===== src/rtl/alu_mdu.sv =====
// alu_mdu: single-issue integer unit. Logic/compare/add ops finish in one
// cycle. mul (shift-add) and divu/remu (restoring division) iterate one bit
// per cycle. The result is held in DONE until the consumer takes it.
//
// Handshake: an operation is accepted on a rising edge where in_valid and
// in_ready are both high. in_ready is high only in IDLE. A result is consumed
// on a rising edge where out_valid and out_ready are both high. out_valid is
// high only in DONE. Neither side may withdraw anything once it is offered.
module alu_mdu #(
    parameter int WIDTH = 32,
    parameter int CNT_W = 6
) (
    input  logic             clk,
    input  logic             rst,
    input  logic             in_valid,
    output logic             in_ready,
    input  logic [WIDTH-1:0] a,
    input  logic [WIDTH-1:0] b,
    input  logic [3:0]       op,
    output logic             out_valid,
    input  logic             out_ready,
    output logic [WIDTH-1:0] result,
    output logic             zero,
    output logic             busy,
    output logic [1:0]       dbg_state
);

    localparam logic [3:0] OP_ADD  = 4'b0000;
    localparam logic [3:0] OP_SUB  = 4'b0001;
    localparam logic [3:0] OP_SLT  = 4'b0010;
    localparam logic [3:0] OP_OR   = 4'b0011;
    localparam logic [3:0] OP_AND  = 4'b0100;
    localparam logic [3:0] OP_XOR  = 4'b0101;
    localparam logic [3:0] OP_SLTU = 4'b0110;
    localparam logic [3:0] OP_MUL  = 4'b0111;
    localparam logic [3:0] OP_DIVU = 4'b1000;
    localparam logic [3:0] OP_REMU = 4'b1001;

    typedef enum logic [1:0] {
        IDLE = 2'd0,
        MUL  = 2'd1,
        DIV  = 2'd2,
        DONE = 2'd3
    } state_t;

    state_t state;
    state_t state_nxt;

    // acc : mul accumulator / div partial remainder
    // sh  : mul multiplier (shifts right) / div dividend turning into quotient
    // opnd: mul multiplicand (shifts left) / div divisor
    logic [WIDTH-1:0] acc;
    logic [WIDTH-1:0] sh;
    logic [WIDTH-1:0] opnd;
    logic             is_rem;
    logic [CNT_W-1:0] cnt;

    logic             accept;
    logic             last_iter;
    logic             load_res;
    logic [WIDTH-1:0] load_val;
    logic [WIDTH-1:0] alu_res;
    logic [WIDTH-1:0] mul_sum;
    logic [WIDTH:0]   div_shift;
    logic [WIDTH:0]   div_trial;
    logic             div_ok;
    logic [WIDTH-1:0] div_rem_nxt;
    logic [WIDTH-1:0] div_quo_nxt;

    assign in_ready  = (state == IDLE);
    assign out_valid = (state == DONE);
    assign busy      = (state == MUL) || (state == DIV);
    assign dbg_state = state;
    assign accept    = in_valid && in_ready;
    assign last_iter = (cnt == CNT_W'(WIDTH - 1));

    // Single-cycle results; slt uses a true signed compare so overflow of a-b
    // cannot flip the answer. Reserved opcodes give zero.
    always_comb begin
        alu_res = '0;
        case (op)
            OP_ADD:  alu_res = a + b;
            OP_SUB:  alu_res = a - b;
            OP_SLT:  alu_res = {{(WIDTH-1){1'b0}}, ($signed(a) < $signed(b))};
            OP_OR:   alu_res = a | b;
            OP_AND:  alu_res = a & b;
            OP_XOR:  alu_res = a ^ b;
            OP_SLTU: alu_res = {{(WIDTH-1){1'b0}}, (a < b)};
            default: alu_res = '0;
        endcase
    end

    // One iteration of shift-add multiply and of restoring division.
    // The remainder stays below the divisor, so the trial subtraction's top
    // bit is a clean borrow flag.
    always_comb begin
        mul_sum     = acc + (sh[0] ? opnd : '0);
        div_shift   = {acc, sh[WIDTH-1]};
        div_trial   = div_shift - {1'b0, opnd};
        div_ok      = ~div_trial[WIDTH];
        div_rem_nxt = div_ok ? div_trial[WIDTH-1:0] : div_shift[WIDTH-1:0];
        div_quo_nxt = {sh[WIDTH-2:0], div_ok};
    end

    // Next-state logic; load_res marks every transition into DONE.
    always_comb begin
        state_nxt = state;
        load_res  = 1'b0;
        load_val  = '0;
        case (state)
            IDLE: begin
                if (accept) begin
                    case (op)
                        OP_MUL: state_nxt = MUL;
                        OP_DIVU, OP_REMU: begin
                            if (b == '0) begin
                                state_nxt = DONE;
                                load_res  = 1'b1;
                                load_val  = (op == OP_DIVU) ? '1 : a;
                            end else begin
                                state_nxt = DIV;
                            end
                        end
                        default: begin
                            state_nxt = DONE;
                            load_res  = 1'b1;
                            load_val  = alu_res;
                        end
                    endcase
                end
            end
            MUL: begin
                if (last_iter) begin
                    state_nxt = DONE;
                    load_res  = 1'b1;
                    load_val  = mul_sum;
                end
            end
            DIV: begin
                if (last_iter) begin
                    state_nxt = DONE;
                    load_res  = 1'b1;
                    load_val  = is_rem ? div_rem_nxt : div_quo_nxt;
                end
            end
            DONE: begin
                if (out_ready) state_nxt = IDLE;
            end
            default: state_nxt = IDLE;
        endcase
    end

    // State register; reset wins over any handshake on the same edge.
    always_ff @(posedge clk) begin
        if (rst) state <= IDLE;
        else     state <= state_nxt;
    end

    // Result register and iterative datapath.
    always_ff @(posedge clk) begin
        if (rst) begin
            result <= '0;
            zero   <= 1'b1;
            cnt    <= '0;
            acc    <= '0;
            sh     <= '0;
            opnd   <= '0;
            is_rem <= 1'b0;
        end else begin
            if (load_res) begin
                result <= load_val;
                zero   <= (load_val == '0);
            end
            case (state)
                IDLE: begin
                    if (accept) begin
                        cnt    <= '0;
                        acc    <= '0;
                        is_rem <= (op == OP_REMU);
                        if (op == OP_MUL) begin
                            sh   <= b;
                            opnd <= a;
                        end else begin
                            sh   <= a;
                            opnd <= b;
                        end
                    end
                end
                MUL: begin
                    acc  <= mul_sum;
                    sh   <= sh >> 1;
                    opnd <= opnd << 1;
                    cnt  <= last_iter ? '0 : cnt + CNT_W'(1);
                end
                DIV: begin
                    acc <= div_rem_nxt;
                    sh  <= div_quo_nxt;
                    cnt <= last_iter ? '0 : cnt + CNT_W'(1);
                end
                default: ;
            endcase
        end
    end

endmodule


===== config.mk =====
export PLATFORM = sky130hd
export DESIGN_NAME = alu_mdu
export DESIGN_NICKNAME = d
export VERILOG_FILES = /design/src/rtl/alu_mdu.sv
export SDC_FILE = /design/constraint.sdc
export NUM_CORES = 1
export LEC_CHECK = 0
export ABC_AREA = 1
export BUFFER_PORTS_ARGS = -buffer_cell sky130_fd_sc_hd__buf_2
export CAP_MARGIN = 10
export CORE_AREA = 2 2 141 281
export CTS_CLUSTER_DIAMETER = 80
export DETAILED_ROUTE_END_ITERATION = 8
export DIE_AREA = 0 0 143 283
export PLACE_DENSITY = 0.74
export SLEW_MARGIN = 10
export SYNTH_ARGS = -nofsm -noshare
export SYNTH_HDL_FRONTEND = slang
export SYNTH_SLANG_ARGS = --single-unit

===== constraint.sdc =====
create_clock -name clk -period 4.3 [get_ports clk]
set_input_delay 0.215 -clock clk [delete_from_list [all_inputs] [get_ports clk]]
set_output_delay 0.215 -clock clk [all_outputs]
set_load 0.01 [all_outputs]

## Word level (Yosys, flattened, before mapping)

Index checks and enable logic that the tools add are counted.
W data, S select, Z words.

| operators by class | value |
|---|---|
| $lt $le $gt $ge | 2 |
| equal/unequal tests | 16 |
| reductions and logical operators | 16 |
| $add $sub $neg | 5 |
| bitwise operators | 4 |
| muxes and demuxes | 33 |

Operators by type and width:

| cell | number |
|---|---|
| $mux W32 | 13 |
| $pmux W32 S3 | 3 |
| $pmux W32 S7 | 1 |
| $pmux W32 S2 | 2 |
| $add A32 B32 Y32 | 2 |
| $logic_not A32 Y1 | 2 |
| $lt A32 B32 Y1 | 2 |
| $sub A33 B32 Y33 | 1 |
| $and A32 B32 Y32 | 1 |
| $or A32 B32 Y32 | 1 |
| $sub A32 B32 Y32 | 1 |
| $xor A32 B32 Y32 | 1 |
| $eq A4 B3 Y1 const B | 4 |
| $mux W6 | 2 |
| $pmux W6 S2 | 1 |
| $eq A4 B2 Y1 const B | 2 |
| $eq A4 B4 Y1 const B | 2 |
| $reduce_and A2 Y1 | 4 |
| $add A6 B1 Y6 const B | 1 |
| $eq A6 B5 Y1 const B | 1 |
| $mux W2 | 3 |
| $ne A2 B1 Y1 const B | 3 |
| $pmux W2 S3 | 1 |
| $eq A2 B2 Y1 const B | 2 |
| other kinds (14) | 20 |

| storage, ports and cells | value |
|---|---|
| bits in registers | 138 |
| logic and storage cells | 84 |
| input port bits | 72 |
| output and inout port bits | 38 |

## Logic depth before layout (Yosys ltp)

| depth | value |
|---|---|
| depth in word-level cells | 7 |
| depth in mapped cells | 29 |
| depth with buffers taken out | 28 |

## Worst setup path before layout

No wires, ideal clock.

| timing | value |
|---|---|
| path kind | flip-flop to flip-flop |
| start point | reg sh[0] |
| end point | reg zero |
| library setup time | 59 ps |
| required time | 4241 ps |
| cell stages (with the launch flop) | 27 |
| path buffers | 2 |
| arrival time | 2803 ps |
| clock period less this slack | 2862 ps |
| setup slack | 1438 ps |
| cell sequence | dfxtp_1 -> clkbuf_1 -> clkbuf_1 -> nand2_1 -> inv_1 -> ha_1 -> fa_1 -> nand2_1 -> nand2_1 -> o21a_1 -> nand2_1 -> nand2_1 -> nand2_1 -> nand2_1 -> a21oi_1 -> or2_2 -> nand3_1 -> nand2_1 -> nand2_1 -> nand2_1 -> nand2_1 -> nand2_1 -> nor2_1 -> nand2_1 -> nor2_1 -> nand3_1 -> nand2_1 |

| on the way | value |
|---|---|
| cells in the longest elaborated chain, start to end | 5 |
| elaborated cells between the ends (all ways) | 7 |
| those cells by class | 1 x add/sub; 5 x mux; 1 x reduce/logical |

Ends and longest elaborated chain:

| element | line | source |
|---|---|---|
| from (decl) | 53 | `logic [WIDTH-1:0] sh;` |
| from (signal assigned) | 191 | `sh <= sh >> 1;` |
| from (signal assigned) | 197 | `sh <= div_quo_nxt;` |
| $mux W32 | 97 | `mul_sum = acc + (sh[0] ? opnd : '0);` |
| $add A32 B32 Y32 | 97 |  |
| $mux W32 | 133 | `if (last_iter) begin` |
| $pmux W32 S3 (*) | 110 | `case (state)` |
| $logic_not A32 Y1 (*) | 172 | `zero <= (load_val == '0);` |
| to (signal assigned) | 172 |  |
| to (decl) | 23 | `output logic zero,` |

Every way passes the cells marked *; elsewhere a longest branch is shown, timed or not.
A chain may end at the register's enable or synchronous reset.

## Worst setup path in the final report

| timing | value |
|---|---|
| start point | reg sh[31] |
| end point | reg zero |

| on the way | value |
|---|---|
| cells in the longest elaborated chain, start to end | 6 |
| elaborated cells between the ends (all ways) | 7 |
| those cells by class | 1 x add/sub; 4 x mux; 1 x bitwise; 1 x reduce/logical |

Ends and longest elaborated chain:

| element | line | source |
|---|---|---|
| $sub A33 B32 Y33 | 99 | `div_trial = div_shift - {1'b0, opnd};` |
| $mux W32 or $not A1 Y1 (tied branches) | 101, 100 |  |
| $mux W32 (*) | 143 | `load_val = is_rem ? div_rem_nxt : div_quo_nxt;` |
| $mux W32 (*) | 140 | `if (last_iter) begin` |
| $pmux W32 S3 (*) | 110 |  |
| $logic_not A32 Y1 (*) | 172 |  |

Marks and branches as above.

==> results.json <==
{
  "cts_root_buf": "clkbuf_16",
  "fmax_mhz": 249.7,
  "power.density_mw_per_mm2": 418.8,
  "clk_pin_slew_ns": 0.06,
  "drt-total-wl_um": 87060,
  "yosysTopAreaCell": "nand2_1",
  "finClkSkew_ns": 0.008198,
  "synth.most_common_cell": "nand2_1",
  "syn-num-nets": 3680,
  "cts_sinks": 138,
  "syn_avg_cell_area_um2": 5.552,
  "path_max_fanout": 30,
  "fin_tns_setup_ns": 0,
  "initial_core_util_pct": 49.57,
  "arrival_ns": 4.38,
  "synthXorXnorAreaFrac_pct": 0.8279,
  "drc": 0,
  "status": "finished, final reports clean",
  "dpl_cell_area_mm2": 0.02009,
  "endpoint_kind": "flop",
  "ys_warn_count": 0,
  "dieArea_mm2": 0.04047,
  "synth_fa_ha_area_share_pct": 11.85,
  "area_growth_pct": 8.712,
  "wl_per_cell_um": 21.73,
  "hp-class": "in2reg",
  "die_x_um": 143,
  "fin_area_mm2": 0.02070,
  "postSynthCellCount": 3430,
  "rows": 102,
  "dp.cells": 3974,
  "ir_drop_mv": 0.4221,
  "synth_top_area_share_pct": 20.30,
  "layout.cells.non_filler": 4006,
  "post_synth_num_cell_types": 44,
  "setup_viol": 0,
  "yosys-top-cells-area": "nand2_1 (20%), dfxtp_1 (15%), ha_1 (11%)",
  "synth_top_family_by_area": "simple AND/OR/NAND/NOR gates",
  "synthArstFlopShare_pct": 0,
  "h-tree-depth": 4,
  "synthFlopType": "dfxtp_1",
  "p_leak_nw": 10.46,
  "ctsHoldBuffers": 0,
  "antenna_found_initial": 4,
  "rsz0062_at_grt": "false",
  "synth.top_cells.by_count": "nand2_1 (1,030), inv_1 (493), nor2_1 (316), a21oi_1 (291), o21ai_0 (233)",
  "min_period_ns": 4.004,
  "dr.pass1.iters": 6,
  "max_cap_viol_count": 0,
  "finalHoldViolations": 0,
  "ys_ff_latch": 138,
  "ios": 110,
  "grt_pass1_vias": 21520,
  "antenna_cells": 0,
  "final_layout_size_suffix_gt1_share_pct": 6.827,
  "cts_tree": "done",
  "finalCritPeriodShare_pct": 93.12,
  "antenna_left": 0,
  "start_kind": "flop",
  "synth_edf_count": 0,
  "initialDrtViolationCount": 2671,
  "ys_seq_area_share_pct": 14.51,
  "synth.area.mux_share_pct": 0,
  "synthSimpleGateAreaFrac_pct": 37.12,
  "viasPerCell": 5.958,
  "grt_pass1_wl_um": 127900,
  "chipHeight_um": 283,
  "cts_setup_buffers": 0,
  "synth-compound-area-share_pct": 22.78,
  "place.gp.congestion": 1.070,
  "clockBufferDepth": 2,
  "cts_inserted_buffers": 17,
  "cp.required_ns": 4.68,
  "drv_slew": 0,
  "slew_headroom_pct": 24.69,
  "worst_pin_slew_ns": 1.128,
  "num_vias": 23870,
  "grt.overflow.total": 0,
  "grt_usage_pct": 41.59,
  "port-buffer-count": 109,
  "clock_latency_ns": 0.44,
  "grt_max_degree": 68,
  "finalNetCount": 3723,
  "hpwlAfterDp_um": 70700,
  "cts_resized": 0,
  "fp.coreArea_mm2": 0.03841,
  "worstSetupPathType": "reg2reg",
  "syn_area_mm2": 0.01904
}
-- worst paths after layout --
check / start / endpoint / slack, ns / depth (start not counted)
max: sh[31] / zero / 0.30 / 27
min: out_ready / dbg_state[0] / 0.20 / 4
max reg2reg: sh[31] / zero / 0.30 / 27
min reg2reg: cnt[1] / cnt[1] / 0.51 / 2
-- area by class of cell --
cell class                 count  area, um2
inverter                     501       1881
clock buffer                  18      439.2
multi-input combinational   2652      13840
fill                        4168      17710
timing repair buffer         163      953.4
sequential                   138       2763
clock inverter                14      172.7
tap                          520      650.6
-- layout by cell type, fill, tap and decap left out, drive strengths merged, types with 4 or more instances in the layout --
cell type / n
o21a: 9
nand3b: 11
buf: 163
ha: 174
o21ai: 234
a31oi: 36
nand4: 49
xor2: 14
fa: 4
o21bai: 11
inv: 499
o211ai: 40
clkbuf: 18
a221oi: 87
a21o: 15
nand3: 216
nor3: 24
clkinvlp: 5
or2: 10
o22ai: 14
nand2: 1047
xnor2: 4
nor2: 317
clkinv: 8
and2: 31
dfxtp: 138
a21oi: 293
-- flip-flops by register name, indices dropped and copies added, names as in the netlist --
register / cells
opnd: 32
is_rem: 1
sh: 32
result: 32
dbg_state: 2
cnt: 6
acc: 32
zero: 1
-- power by group --
part	internal, mW	total (mW)	switching [mW]	leakage, nW
logic	1.50	5.19	3.70	9.05
registers	1.57	1.92	0.347	1.13
clock network	0.928	1.56	0.627	0.285
total	4.00	8.67	4.67	10.5
-- kinds of logic (layout without fill, tap and decap cells) --
| family | count (synthesis) | count (layout) |
|---|---|---|
| flip-flops | 138 | 138 |
| AND/OR/NAND/NOR | 1710 | 1710 |
| AO/OA/AOI/OAI | 746 | 746 |
| adder cells (fa/ha/maj) | 178 | 178 |
| XOR/XNOR | 18 | 18 |
| buffers and inverters | 640 | 696 |
-- layer usage --
metal | part of all wire [%] | global-route usage [%] | routed length [um]
met5 | 0.054 | 0 | 47
met4 | 8.4 | 27.85 | 7314
met3 | 7.7 | 5.628 | 6746
met2 | 46 | 66.75 | 39780
met1 | 38 | 51.07 | 33170
-- through the flow --
| stage | power, mW | util [%] | setup WS, ns | hold slack (ns) |
|---|---|---|---|---|
| finish | 8.669 | 53.89 | 0.2956 | 0.1957 |
| detailed placement | 6.928 | 52.30 | 0.4624 | 0.4957 |
| global placement | 6.891 | 52.30 | 0.4392 | 0.4746 |
| floorplan | 5.160 | - | 1.438 | 0.4252 |
| CTS | 8.473 | 53.89 | 0.4195 | 0.1775 |
| global route | 9.185 | 53.89 | 0.07602 | 0.1876 |
-- critical path, cell delays in order, from the launching register on --
cell     delay (ns)
dfxtp_1        0.41
inv_1          0.16
ha_1           0.25
inv_1          0.13
fa_1           0.47
nand2_1        0.10
nand2_1        0.09
nand3_1        0.11
nand2_2        0.12
nand2_2        0.08
nand2_2        0.09
nand2_4        0.11
nand2_2        0.07
nand2_2        0.17
nand2_4        0.28
nand2_1        0.22
nand3_1        0.12
nand2_1        0.09
nand2_1        0.06
nand2_1        0.08
nand2_1        0.10
nand2_1        0.09
nand2_1        0.08
nor2_1         0.09
nand2_1        0.06
nor2_1         0.16
nand3_1        0.09
nand2_1        0.06
Power figures use the tool's default switching activity.
